**src/rtl/alu_mem_sequencer.sv**
```systemverilog
// alu_mem_sequencer: fetches two operands from a single-port memory, runs them
// through an external combinational ALU and writes the result back.
// Sequence: IDLE -> RDA -> RDB -> WAITB -> EXEC -> WR -> IDLE, done in the IDLE
// cycle that follows WR.
// Optional build macro ALU_SEQ_NOP_SKIP_EN: nop codes (12-15) bypass memory and
// ALU entirely and pulse done one cycle after accept with result unchanged.
module alu_mem_sequencer #(
    parameter int ADDR_W = 9
) (
    input  logic              clk,
    input  logic              rst,
    input  logic              cmd_valid,
    output logic              cmd_ready,
    input  logic [3:0]        cmd_op,
    input  logic [ADDR_W-1:0] cmd_addr_a,
    input  logic [ADDR_W-1:0] cmd_addr_b,
    input  logic [ADDR_W-1:0] cmd_addr_z,
    output logic              mem_Enable,
    output logic              mem_WE,
    output logic              mem_RE,
    output logic [ADDR_W-1:0] mem_address,
    output logic [7:0]        mem_data_in,
    input  logic [7:0]        mem_data_out,
    output logic [7:0]        alu_ain,
    output logic [7:0]        alu_bin,
    output logic [3:0]        alu_ctrl,
    input  logic [7:0]        alu_zout,
    input  logic              alu_overflow,
    output logic              done,
    output logic [7:0]        result,
    output logic              result_ovf
);

    typedef enum logic [2:0] {
        IDLE,
        RDA,
        RDB,
        WAITB,
        EXEC,
        WR
    } state_t;

    state_t            state;
    state_t            state_next;

    logic [3:0]        op;
    logic [ADDR_W-1:0] addr_a;
    logic [ADDR_W-1:0] addr_b;
    logic [ADDR_W-1:0] addr_z;
    logic [7:0]        opa;
    logic [7:0]        opb;
    logic              accept;
    logic              skip;

    assign cmd_ready = (state == IDLE) && !rst;
    assign accept    = cmd_valid && cmd_ready;

`ifdef ALU_SEQ_NOP_SKIP_EN
    assign skip = (cmd_op[3:2] == 2'b11);
`else
    assign skip = 1'b0;
`endif

    // ALU operands come straight from the captured registers; only EXEC samples them.
    assign alu_ain     = opa;
    assign alu_bin     = opb;
    assign alu_ctrl    = op;
    assign mem_data_in = result;

    // State register.
    always_ff @(posedge clk) begin
        if (rst) begin
            state <= IDLE;
        end else begin
            state <= state_next;
        end
    end

    // Next-state sequencing and memory control decode.
    always_comb begin
        state_next  = state;
        mem_Enable  = 1'b0;
        mem_WE      = 1'b0;
        mem_RE      = 1'b0;
        mem_address = '0;
        case (state)
            IDLE: begin
                if (accept && !skip) begin
                    state_next = RDA;
                end
            end
            RDA: begin
                mem_Enable  = 1'b1;
                mem_RE      = 1'b1;
                mem_address = addr_a;
                state_next  = RDB;
            end
            RDB: begin
                mem_Enable  = 1'b1;
                mem_RE      = 1'b1;
                mem_address = addr_b;
                state_next  = WAITB;
            end
            WAITB: begin
                state_next = EXEC;
            end
            EXEC: begin
                state_next = WR;
            end
            WR: begin
                mem_Enable  = 1'b1;
                mem_WE      = 1'b1;
                mem_address = addr_z;
                state_next  = IDLE;
            end
            default: begin
                state_next = IDLE;
            end
        endcase
    end

    // Command latch, operand/result capture and the done pulse.
    always_ff @(posedge clk) begin
        if (rst) begin
            op         <= '0;
            addr_a     <= '0;
            addr_b     <= '0;
            addr_z     <= '0;
            opa        <= '0;
            opb        <= '0;
            result     <= '0;
            result_ovf <= 1'b0;
            done       <= 1'b0;
        end else begin
            // WR always returns to IDLE, so flagging WR marks the first IDLE cycle.
            done <= (state == WR) || (accept && skip);
            if (accept) begin
                op     <= cmd_op;
                addr_a <= cmd_addr_a;
                addr_b <= cmd_addr_b;
                addr_z <= cmd_addr_z;
            end
            if (state == RDB) begin
                opa <= mem_data_out;
            end
            if (state == WAITB) begin
                opb <= mem_data_out;
            end
            if (state == EXEC) begin
                result     <= alu_zout;
                result_ovf <= alu_overflow;
            end
        end
    end

endmodule

```
**config.mk**
```make
export PLATFORM = sky130hd
export DESIGN_NAME = alu_mem_sequencer
export DESIGN_NICKNAME = d
export VERILOG_FILES = /design/src/rtl/alu_mem_sequencer.sv
export SDC_FILE = /design/constraint.sdc
export NUM_CORES = 1
export LEC_CHECK = 0
export BUFFER_PORTS_ARGS = -buffer_cell sky130_fd_sc_hd__buf_2
export CORE_MARGIN = 2
export CORE_UTILIZATION = 32
export DETAILED_ROUTE_END_ITERATION = 12
export PLACE_DENSITY = 0.61
export SYNTH_ARGS = -nofsm -noshare
export SYNTH_HDL_FRONTEND = slang
export SYNTH_SLANG_ARGS = --single-unit
```
**constraint.sdc**
```tcl
create_clock -name clk -period 1.6 [get_ports clk]
set_input_delay 0.08 -clock clk [delete_from_list [all_inputs] [get_ports clk]]
set_output_delay 0.08 -clock clk [all_outputs]
set_load 0.005 [all_outputs]
```
Word level (Yosys, flattened, before mapping)
Cells that the tools add are included.

word-level totals
  register bits = 60
  bits in latches = 0
  bits in writable memories = 0
  ROM bits = 0
  output and inout bits = 51
  memories = 0

cells by class
  add/sub/neg operators = 0
  $mul = 0
  div/mod/pow operators = 0
  $lt $le $gt $ge = 0
  equality and inequality tests = 6
  shift-type cells = 0
  muxes and demuxes = 6
  bitwise gates (word level) = 0
  reduce and logical (&&, ||, !) cells = 6

operators by type and width
  kind                                                 number
  case mux 9 bit (3 select lines)                      1
  case mux 3 bit (5 select lines)                      1
  equality test 3 x 2 -> 1 bit, second input constant  2
  equality test 3 bit, second input constant           2
  equality test 3 x 1 -> 1 bit, second input constant  1
  logical NOT 3 bit                                    1
  2-to-1 mux 1 bit                                     3
  2-to-1 mux 3 bit                                     1
  OR reduction 3 bit                                   1
  logical AND 1 bit                                    2
  inequality test 2 bit, second input constant         1
  OR reduction 2 bit                                   1
  logical NOT 1 bit                                    1

Logic depth before layout (Yosys ltp)
Gate-level depths: netlist of run 1.

  depth in word-level cells = 5
  gate-level depth with buffers = 5

Least setup slack after synthesis of run 1
No wires, ideal clock.

  path kind = register to register
  start point = register state[1]
  end point = register addr_a[0]
  library setup time = 72 ps
  arrival time = 1,128 ps
  slack = 400 ps
  cell stages (with the launch flop) = 5
  cells stage by stage = dfxtp_1 > buf_6 > nor4b_4 > buf_6 > mux2i_1

on the way
  word-level cells in the longest chain between the ends = 3

RTL lines
  item                    RTL line  RTL
  start, declared         43        state_t state;
  start signal, assigned  75        state <= state_next;
  logical NOT 3 bit       55        assign cmd_ready = (state == IDLE) && !rst;
  logical AND 1 bit       55
  logical AND 1 bit       56        assign accept = cmd_valid && cmd_ready;
  end signal, assigned    139       addr_a <= cmd_addr_a;
  end, declared           47        logic [ADDR_W-1:0] addr_a;

Every way passes these cells.
A chain may end at the register's enable or synchronous reset.

Worst setup path after layout of run 1
  start point = register state[1]
  end point = output mem_address[7]

on the way
  word-level cells in the longest chain between the ends = 2
  elaborated cells on any way between the ends = 4
  classes of those cells = 3 x eq/ne; 1 x mux

RTL lines
  item                                         RTL line  RTL
  equality test 3 bit (tied with other cells)  86        case (state)
  case mux 9 bit (3 select lines) (*)          86
  end, declared                                21        output logic [ADDR_W-1:0] mem_address,

Every way passes the cells marked *; elsewhere a longest branch is shown, timed or not.

==> results of run 1 <==
## cell families (layout without fill, tap and decap cells)
group	count (synthesis)	count (layout)
and+or+nand+nor	142	142
muxes	56	56
AOI/OAI and AO/OA	14	14
DFF	60	60
buffers and inverters	35	162
## layer usage
layer	vias up	GRT usage (%)	wire (um)
li1	1262	-	-
met1	1125	17.6	3300
met2	77	23.7	3260
met3	11	3.61	388
met4	0	6.55	127
met5	-	0	0
## repair_timing
| action | in CTS | in global routing |
|---|---|---|
| setup endpoints to repair | 12 | 5 |
| hold endpoints to repair | 33 | 0 |
| hold buffers | 32 | 0 |
| pin swaps | 0 | 1 |
| buffers inserted | 0 | 1 |
| resized for setup | 7 | 3 |
## worst paths after layout
path                              endpoint  slack [ns]
setup / recovery            mem_address[7]        0.07
hold / removal      addr_b[1]$_SDFFE_PP0P_        0.02
hold reg to reg   alu_ctrl[3]$_SDFFE_PP0P_        0.47
setup reg to reg    addr_z[3]$_SDFFE_PP0P_        0.28
## power by group through the flow
| stage | registers (uW) | logic (uW) | clock network, uW |
|---|---|---|---|
| after floorplan | 1660 | 367 | 0 |
| after global placement | 1680 | 519 | 0 |
| after detailed placement | 1680 | 526 | 0 |
| after CTS | 1650 | 593 | 1590 |
| after global routing | 1660 | 650 | 1670 |
| final | 1650 | 592 | 1540 |
## flip-flops by register name, summed over array words and instances (netlist names)
register,flops
addr_b,9
alu_bin,8
alu_ctrl,4
addr_z,9
result_ovf,1
addr_a,9
state,3
mem_data_in,8
alu_ain,8
done,1
## per-stage QoR
step | setup slack, ns | instance area, sq um | cells
final | 0.0688 | 4150 | 545
after global routing | 0.00186 | 4150 | 545
after CTS | 0.0307 | 4130 | 544
after detailed placement | 0.186 | 3570 | 496
after global placement | 0.209 | 3570 | 496
after floorplan | 0.400 | 3010 | 307
## synthesized netlist by cell type
cell and number:
a211o_1 2, nor3_1 2, o21ai_0 1, nand4b_1 7, and3b_2 1, nand3b_1 1
buf_2 7, a211oi_1 1, a21oi_1 2, or3b_1 1, clkbuf_1 13, a2111oi_1 1
nor4bb_1 4, o221ai_1 7, or2_2 1, nand2b_1 114, dfxtp_1 60, buf_6 4
nand2_1 7, mux2i_1 56, nor2b_1 1, buf_4 11, nor4b_4 1, nor3b_1 2
## worst min-delay path, cell delays in order
cell and delay, ns:
buf_2 0.10, nand2b_1 0.06, mux2i_1 0.06
## cells in the final DEF (no fill, tap or decap), drive strengths merged, types with 2 or more instances in the layout
master	Yosys	routed
dlygate4sd3	0	32
clkinvlp	0	2
dfxtp	60	60
clkinv	0	3
bufinv	0	2
nor4bb	4	4
o221ai	7	7
nor3	2	2
a21oi	2	2
buf	22	114
nand4b	7	7
nor3b	2	2
nand2	7	7
a211o	2	2
nand2b	114	114
clkbuf	13	9
mux2i	56	56
## layout make-up
type,count,area [sq um],share of cell area (%)
flip-flops and latches,60,1210,29.2
multi-input cells,212,1620,39.1
clock inverters,7,101,2.44
clock buffers,9,124,2.98
repair buffers,146,952,22.9
well taps,111,139,3.35
==> flow_metrics.tcl, run 1 <==
set metrics [dict create \
    synth_top_area_cell "dfxtp_1" \
    cp_max_fo 12 \
    hp-class "in2reg" \
    muxShareOfSynthArea_pct 18.6 \
    hold_violations 0 \
    pwr-share-clk_pct 40.7 \
    fin_tns_setup_ns 0 \
    fmax_mhz 653 \
    netlist_area_sq_mm 0.00301 \
    cts_made_buffers 9 \
    synth_seq_cells 60 \
    max_cap_violations 0 \
    worstHoldStart "cmd_addr_b[1]" \
    htreeDepth 3 \
    synth.distinct_cells 24 \
    grt_antenna_before_repair 0 \
    drive_above_1_share_pct 32.3 \
    path_buf_inv 1 \
    min_period_over_period_pct 95.7 \
    syn-instance-count 307 \
    path_clk_slew_ns 0.07 \
    drt_first_pass_iters 4 \
    power.leakage_uw 0.00184 \
    r2r.worst_path.cells 3 \
    synth-compound-area-share_pct 3.70 \
    slew_headroom_pct 71.8 \
    yosysSeqAreaShare_pct 39.9 \
    wl_um 7080 \
    viasPerCell 4.54 \
    ant_nets 0 \
    holdWs_ns 0.0152 \
    setup_violations 0 \
    dp_hpwl_um 4830 \
    die_h_um 101 \
    cpPeakStageDelay_ns 0.42 \
    initial_core_util_pct 32.8 \
    cts_tree "built" \
    maxSlewViolCount 0 \
    critical_path.cell_chain "and3b_2, a211o_1, buf_2" \
    area_growth_pct 37.7 \
    diodes 0 \
    skew_ns 0.00858 \
    crit_required_ns 1.52 \
    grt_overflow 0 \
    p_switching_uw 973 \
    switching_share_pct 25.7 \
    grt_max_degree 40 \
    synth_top_family_by_area "simple AND/OR/NAND/NOR gates" \
    ir_drop_v 0.000503 \
    yosys.area_share.simple_pct 30.8 \
    initialDrtViolationCount 48 \
    coreArea_sq_mm 0.00920 \
    synth_fp_nets 358 \
    crit_path_end_kind "primary output" \
    slowest_stage "dfxtp_4" \
    reg2reg_from "state[2]$_SDFFE_PP0P_" \
    synth_xor_area_share_pct 0 \
    fin_util_pct 45.1 \
    fin_crit_ns 1.53 \
    synth_fa_ha_area_share_pct 0 \
    crit_path_start "state[1]$_SDFFE_PP0P_" \
    core.rowCount 35 \
    start_kind "flop" \
    yosysTopAreaCellShare_pct 39.9 \
    grt.total_usage_pct 14.4 \
    comb_power_share_pct 15.7 \
    critical_path_arrival_ns 1.45 \
    internal_power_uw 2810 \
    die_w_um 101 \
    ioPinCount 102 \
    clock_latency_ns 0.34 \
    cts_root_buf "clkbuf_8" \
    cp_top_family "flip-flops" \
    avgSynthCellArea_sq_um 9.81 \
    path_class "reg2out" \
    synth_warnings 0 \
    die_area_sq_mm 0.0102 \
    layout.nets 480 \
    finalPower_uw 3780 \
    tightest_slew_ns 0.423 \
    drc 0 \
    clockBufferDepth 2 \
    grt_pass1_wl_um 11500 \
    cts_sinks 60 \
    power_density_mw_per_mm2 911 \
    status "finished clean" \
    min_path_cells 3 \
    vias 2475 \
    p_seq_share_pct 43.6 \
    cp.depth 3 \
    fillers 881 \
    rsz0062_at_grt "false" \
    finalWeightedCongestion 0.772 \
    first_global_vias 2463 \
    synthTopCellsByArea "dfxtp_1 (40%), nand2b_1 (24%), mux2i_1 (19%)" \
    portBuffers 101 \
    wire_per_inst_um 13.0 \
]
No activity file was read; power rests on OpenSTA's default activity.
==> inputs of run 2 (changes only) <==
--- a/config.mk
+++ b/config.mk
@@ -7,9 +7,9 @@
 export LEC_CHECK = 0
 export BUFFER_PORTS_ARGS = -buffer_cell sky130_fd_sc_hd__buf_2
 export CORE_MARGIN = 2
-export CORE_UTILIZATION = 32
+export CORE_UTILIZATION = 54
 export DETAILED_ROUTE_END_ITERATION = 12
-export PLACE_DENSITY = 0.61
+export PLACE_DENSITY = 0.91
 export SYNTH_ARGS = -nofsm -noshare
 export SYNTH_HDL_FRONTEND = slang
 export SYNTH_SLANG_ARGS = --single-unit
==> constraint.sdc (replaced) <==
create_clock -name clk -period 1.97 [get_ports clk]
set_input_delay 0.0985 -clock clk [delete_from_list [all_inputs] [get_ports clk]]
set_output_delay 0.0985 -clock clk [all_outputs]
set_load 0.005 [all_outputs]
==> run 2 against run 1 <==
  * Power is 29% lower
  * Cell area down 12%
  * Non-clock buffer count decreased by 36
  * Clock skew down 0.0016 ns
  * Via count is 4.0% lower
  * Sequential cell count unchanged
  * Clock power fell by 39%
==> flow_metrics.tcl, run 2 (same netlist as run 1, synthesis figures left out) <==
set metrics [dict create \
    wire_per_inst_um 13.2 \
    tightest_slew_ns 0.657 \
    fin_area_sq_mm 0.00365 \
    min_period_over_period_pct 92.5 \
    maxSlewViolCount 0 \
    cts_hold_buf 0 \
    power.leakage_uw 0.00166 \
    post-cts-setup-buffers 0 \
    drt_first_pass_iters 4 \
    die_w_um 78.7 \
    dp_hpwl_um 4360 \
    grt_overflow 0 \
    holdWs_ns 0.0231 \
    cts_tree "built" \
    vias 2377 \
    slew_headroom_pct 56.2 \
    status "finished clean" \
    area_growth_pct 21.1 \
    drive_above_1_share_pct 31.9 \
    path_class "reg2out" \
    clockBufferDepth 2 \
    grt_antenna_before_repair 0 \
    fmax_mhz 549 \
    fin_tns_setup_ns 0 \
    reg_top3 "addr_a x9, addr_b x9, addr_z x9" \
    cp_max_fo 19 \
    cts_sinks 60 \
    coreArea_sq_mm 0.00544 \
    cts_root_buf "clkbuf_8" \
    crit_required_ns 1.87 \
    max_cap_violations 0 \
    crit_path_end_kind "primary output" \
    die_h_um 78.7 \
    core.rowCount 27 \
    diodes 0 \
    multi_input_area_sq_mm 0.00161 \
    fin_crit_ns 1.82 \
    drc 0 \
    start_kind "flop" \
    initial_core_util_pct 55.4 \
    final_common_cell "nand2b_1" \
    hp-class "in2reg" \
    power_density_mw_per_mm2 735 \
    layout.nets 444 \
    path_clk_slew_ns 0.07 \
    most-common-layout-cells "nand2b_1 (114), buf_2 (101), dfxtp_1 (60)" \
    viasPerCell 5.06 \
    grt_max_degree 59 \
    placed_cell_area_sq_mm 0.00349 \
    die_area_sq_mm 0.00619 \
    finalWeightedCongestion 0.922 \
    ant_nets 0 \
    wl_um 6220 \
    portBuffers 101 \
    hold_violations 0 \
    rsz0062_at_grt "false" \
    setup_violations 0 \
    critical_path_arrival_ns 1.72 \
    ir_drop_v 0.000588 \
    clock_latency_ns 0.33 \
    ioPinCount 102 \
    skew_ns 0.00694 \
    fillers 444 \
    cts_resized 0 \
    cts_made_buffers 9 \
    first_global_vias 2317 \
    regArea_sq_mm 0.00120 \
    grt_pass1_wl_um 10200 \
    htreeDepth 3 \
    initialDrtViolationCount 90 \
    grt.total_usage_pct 21.0 \
]
[run 2: worst max-delay path: stages, from the launching register on]
cell,delay [ns]
dfxtp_1,0.68
buf_4,0.30
nand2_1,0.06
o221ai_1,0.20
buf_2,0.16
[run 2: final cells by class]
class                   count  share of cell area, %
clock inverters             2                  0.274
multi-input cells         212                   44.1
clock buffers              14                   4.18
well taps                  72                   2.47
repair buffers            110                   16.0
flip-flops and latches     60                   32.9
[run 2: stage by stage]
| stage | power, uW | setup WS [ns] | utilization (%) | std cells |
|---|---|---|---|---|
| after floorplan | 1640 | 0.770 | - | 307 |
| after global placement | 1760 | 0.546 | 64.1 | 454 |
| after detailed placement | 1780 | 0.506 | 64.1 | 454 |
| after CTS | 2720 | 0.148 | 67.1 | 470 |
| after global routing | 2830 | 0.0197 | 67.1 | 470 |
| final | 2680 | 0.148 | 67.1 | 470 |
[run 2: power by group]
group,total (uW),leakage (uW),internal (uW),switching (uW)
Sequential,1340,0.000489,1290,57.4
Combinational,404,0.00109,221,183
Clock,935,0.0000844,489,447
Total,2680,0.00166,2000,687
[run 2: path summary, 6_finish.rpt]
| path | start | end | slack, ns | depth (start not counted) |
|---|---|---|---|---|
| min | alu_zout[1] | mem_data_in[1]$_SDFFE_PP0N_ | 0.02 | 3 |
| max reg2reg | state[1]$_SDFFE_PP0P_ | state[1]$_SDFFE_PP0P_ | 0.44 | 3 |
| min reg2reg | addr_a[7]$_SDFFE_PP0P_ | addr_a[7]$_SDFFE_PP0P_ | 0.47 | 2 |
| max | state[1]$_SDFFE_PP0P_ | mem_address[2] | 0.15 | 4 |
[run 2: metal layers]
layer | vias to the layer above | track usage (%) | wire length (um)
li1 | 1187 | - | -
met1 | 1088 | 25.2 | 2630
met2 | 90 | 33.8 | 2950
met3 | 12 | 5.68 | 495
met4 | 0 | 12.3 | 133
met5 | - | 0 | 0
==> inputs of run 3 (changes only) <==
--- a/config.mk
+++ b/config.mk
@@ -9,6 +9,8 @@
 export CORE_MARGIN = 2
 export CORE_UTILIZATION = 54
 export DETAILED_ROUTE_END_ITERATION = 12
+export GPL_TIMING_DRIVEN = 0
+export HOLD_SLACK_MARGIN = 0.15
 export PLACE_DENSITY = 0.91
 export SYNTH_ARGS = -nofsm -noshare
 export SYNTH_HDL_FRONTEND = slang
==> run 3 against run 2 <==
  * Global-route usage up 6.7 points
  * Hold slack better by 0.32 ns
  * Clock-buffer cell count down 5
  * Register-to-register slack better by 0.15 ns
  * First-iteration DRC count up 64%
  * Sequential power about the same
  * Critical path type unchanged
  * Largest cell class unchanged
==> flow_metrics.tcl, run 3 (same netlist as run 1, synthesis figures left out) <==
set metrics [dict create \
    coreArea_sq_mm 0.00544 \
    p_seq_share_pct 41.4 \
    comb_power_share_pct 16.6 \
    drc 0 \
    first_global_vias 2882 \
    cts_root_buf "clkbuf_8" \
    critical_path.cell_chain "or2_2, clkbuf_1, o221ai_1, buf_2" \
    grt_antenna_before_repair 0 \
    clockBufferDepth 2 \
    pwr-share-clk_pct 42.0 \
    hold_violations 0 \
    internal_power_uw 2420 \
    layout.nets 518 \
    crit_path_end_kind "primary output" \
    start_kind "flop" \
    setup_violations 0 \
    die_h_um 78.7 \
    cts_tree "built" \
    tightest_slew_ns 0.461 \
    grt_overflow 0 \
    cts_sinks 60 \
    maxSlewViolCount 0 \
    switching_share_pct 24.8 \
    viasPerCell 5.08 \
    fin_tns_setup_ns 0 \
    reg_top3 "addr_a x9, addr_b x9, addr_z x9" \
    hp-class "in2reg" \
    max_cap_violations 0 \
    min_period_over_period_pct 92.7 \
    path_clk_slew_ns 0.07 \
    finalWeightedCongestion 0.869 \
    most-common-layout-cells "nand2b_1 (114), buf_2 (107), dfxtp_1 (60)" \
    wl_um 8240 \
    ant_nets 0 \
    drt_first_pass_iters 4 \
    core.rowCount 27 \
    dp_hpwl_um 4960 \
    grt_pass1_wl_um 13300 \
    cpPeakStageDelay_ns 0.39 \
    holdWs_ns 0.341 \
    skew_ns 0.00618 \
    multi_input_area_sq_mm 0.00160 \
    htreeDepth 3 \
    cts_made_buffers 9 \
    ioPinCount 102 \
    rsz0062_at_grt "false" \
    die_w_um 78.7 \
    wire_per_inst_um 15.1 \
    cp_max_fo 8 \
    fillers 358 \
    portBuffers 100 \
    vias 2766 \
    power_density_mw_per_mm2 742 \
    clock_latency_ns 0.34 \
    fmax_mhz 548 \
    diodes 0 \
    critical_path_arrival_ns 1.73 \
    slowest_stage "dfxtp_1" \
    grt_max_degree 12 \
    ir_drop_v 0.000511 \
    grt.total_usage_pct 27.7 \
    path_class "reg2out" \
    status "finished clean" \
    fin_crit_ns 1.83 \
    initialDrtViolationCount 148 \
    power.leakage_uw 0.00197 \
    initial_core_util_pct 55.4 \
    die_area_sq_mm 0.00619 \
    area_growth_pct 43.8 \
    final_common_cell "nand2b_1" \
    slew_headroom_pct 69.3 \
    crit_required_ns 1.87 \
    regArea_sq_mm 0.00120 \
    p_switching_uw 796 \
    drive_above_1_share_pct 29.9 \
]
run 3: cell types whose count changed in the layout (fill, tap and decap cells not counted):
cell / change
buf_2: +6
clkbuf_8: -1
bufinv_16: +3
buf_6: +4
nor3b_1: +2
dlygate4sd3_1: +49
nor3b_2: -2
buf_4: +3
buf_12: -1
clkbuf_1: +9
clkinvlp_4: +2
run 3: cell type report:
cell class,count,area share (%)
Sequential cell,60,27.7
Tap cell,72,2.08
Timing Repair Buffer,149,22.9
Clock buffer,9,2.86
Multi-Input combinational cell,212,36.9
Buffer,35,4.88
Clock inverter,7,2.66
run 3: routing by layer:
layer | global-route usage, % | vias to the layer above | routed length, um
li1 | - | 1344 | -
met1 | 32.1 | 1297 | 3440
met2 | 46.2 | 98 | 3980
met3 | 7.05 | 27 | 521
met4 | 16.3 | 0 | 289
met5 | 0 | - | 0
run 3: repair_timing:
item	CTS	global route
hold endpoints to repair	57	0
hold buffers	49	0
setup buffers	0	0
resized for setup	0	0
run 3: critical path, delay by kind of cell (launching register included):
kind	cells	cell delay, ns
flops	1	0.39
buf+inv	2	0.37
compound gates	1	0.30
simple gates	1	0.32
run 3: final timing paths:
| path | from | to | slack (ns) | cells after the start |
|---|---|---|---|---|
| worst max-delay path | state[2]$_SDFFE_PP0P_ | mem_address[0] | 0.14 | 4 |
| worst min-delay path | rst | done$_SDFF_PP0_ | 0.34 | 3 |
| worst max register to register | state[2]$_SDFFE_PP0P_ | addr_z[0]$_SDFFE_PP0P_ | 0.59 | 3 |
| worst min register to register | addr_a[2]$_SDFFE_PP0P_ | addr_a[2]$_SDFFE_PP0P_ | 0.48 | 2 |
run 3: per-stage QoR:
step                total power, uW  util, %  worst slack, ns  instance area (sq um)  cells
finish                         3220     79.7            0.144                   4330    544
global route                   3320     79.7           0.0734                   4330    544
CTS                            3210     79.7            0.187                   4330    544
detailed placement             1800     66.3            0.564                   3600    479
global placement               1790     66.3            0.584                   3600    479
floorplan                      1640        -            0.770                   3010    307
run 3: power groups by stage:
stage                     combinational, uW  sequential, uW  clock (uW)
final                                   535            1330        1350
after detailed placement                448            1360           0
after CTS                               524            1330        1360
after global placement                  438            1350           0
after global routing                    582            1340        1400
after floorplan                         298            1350           0
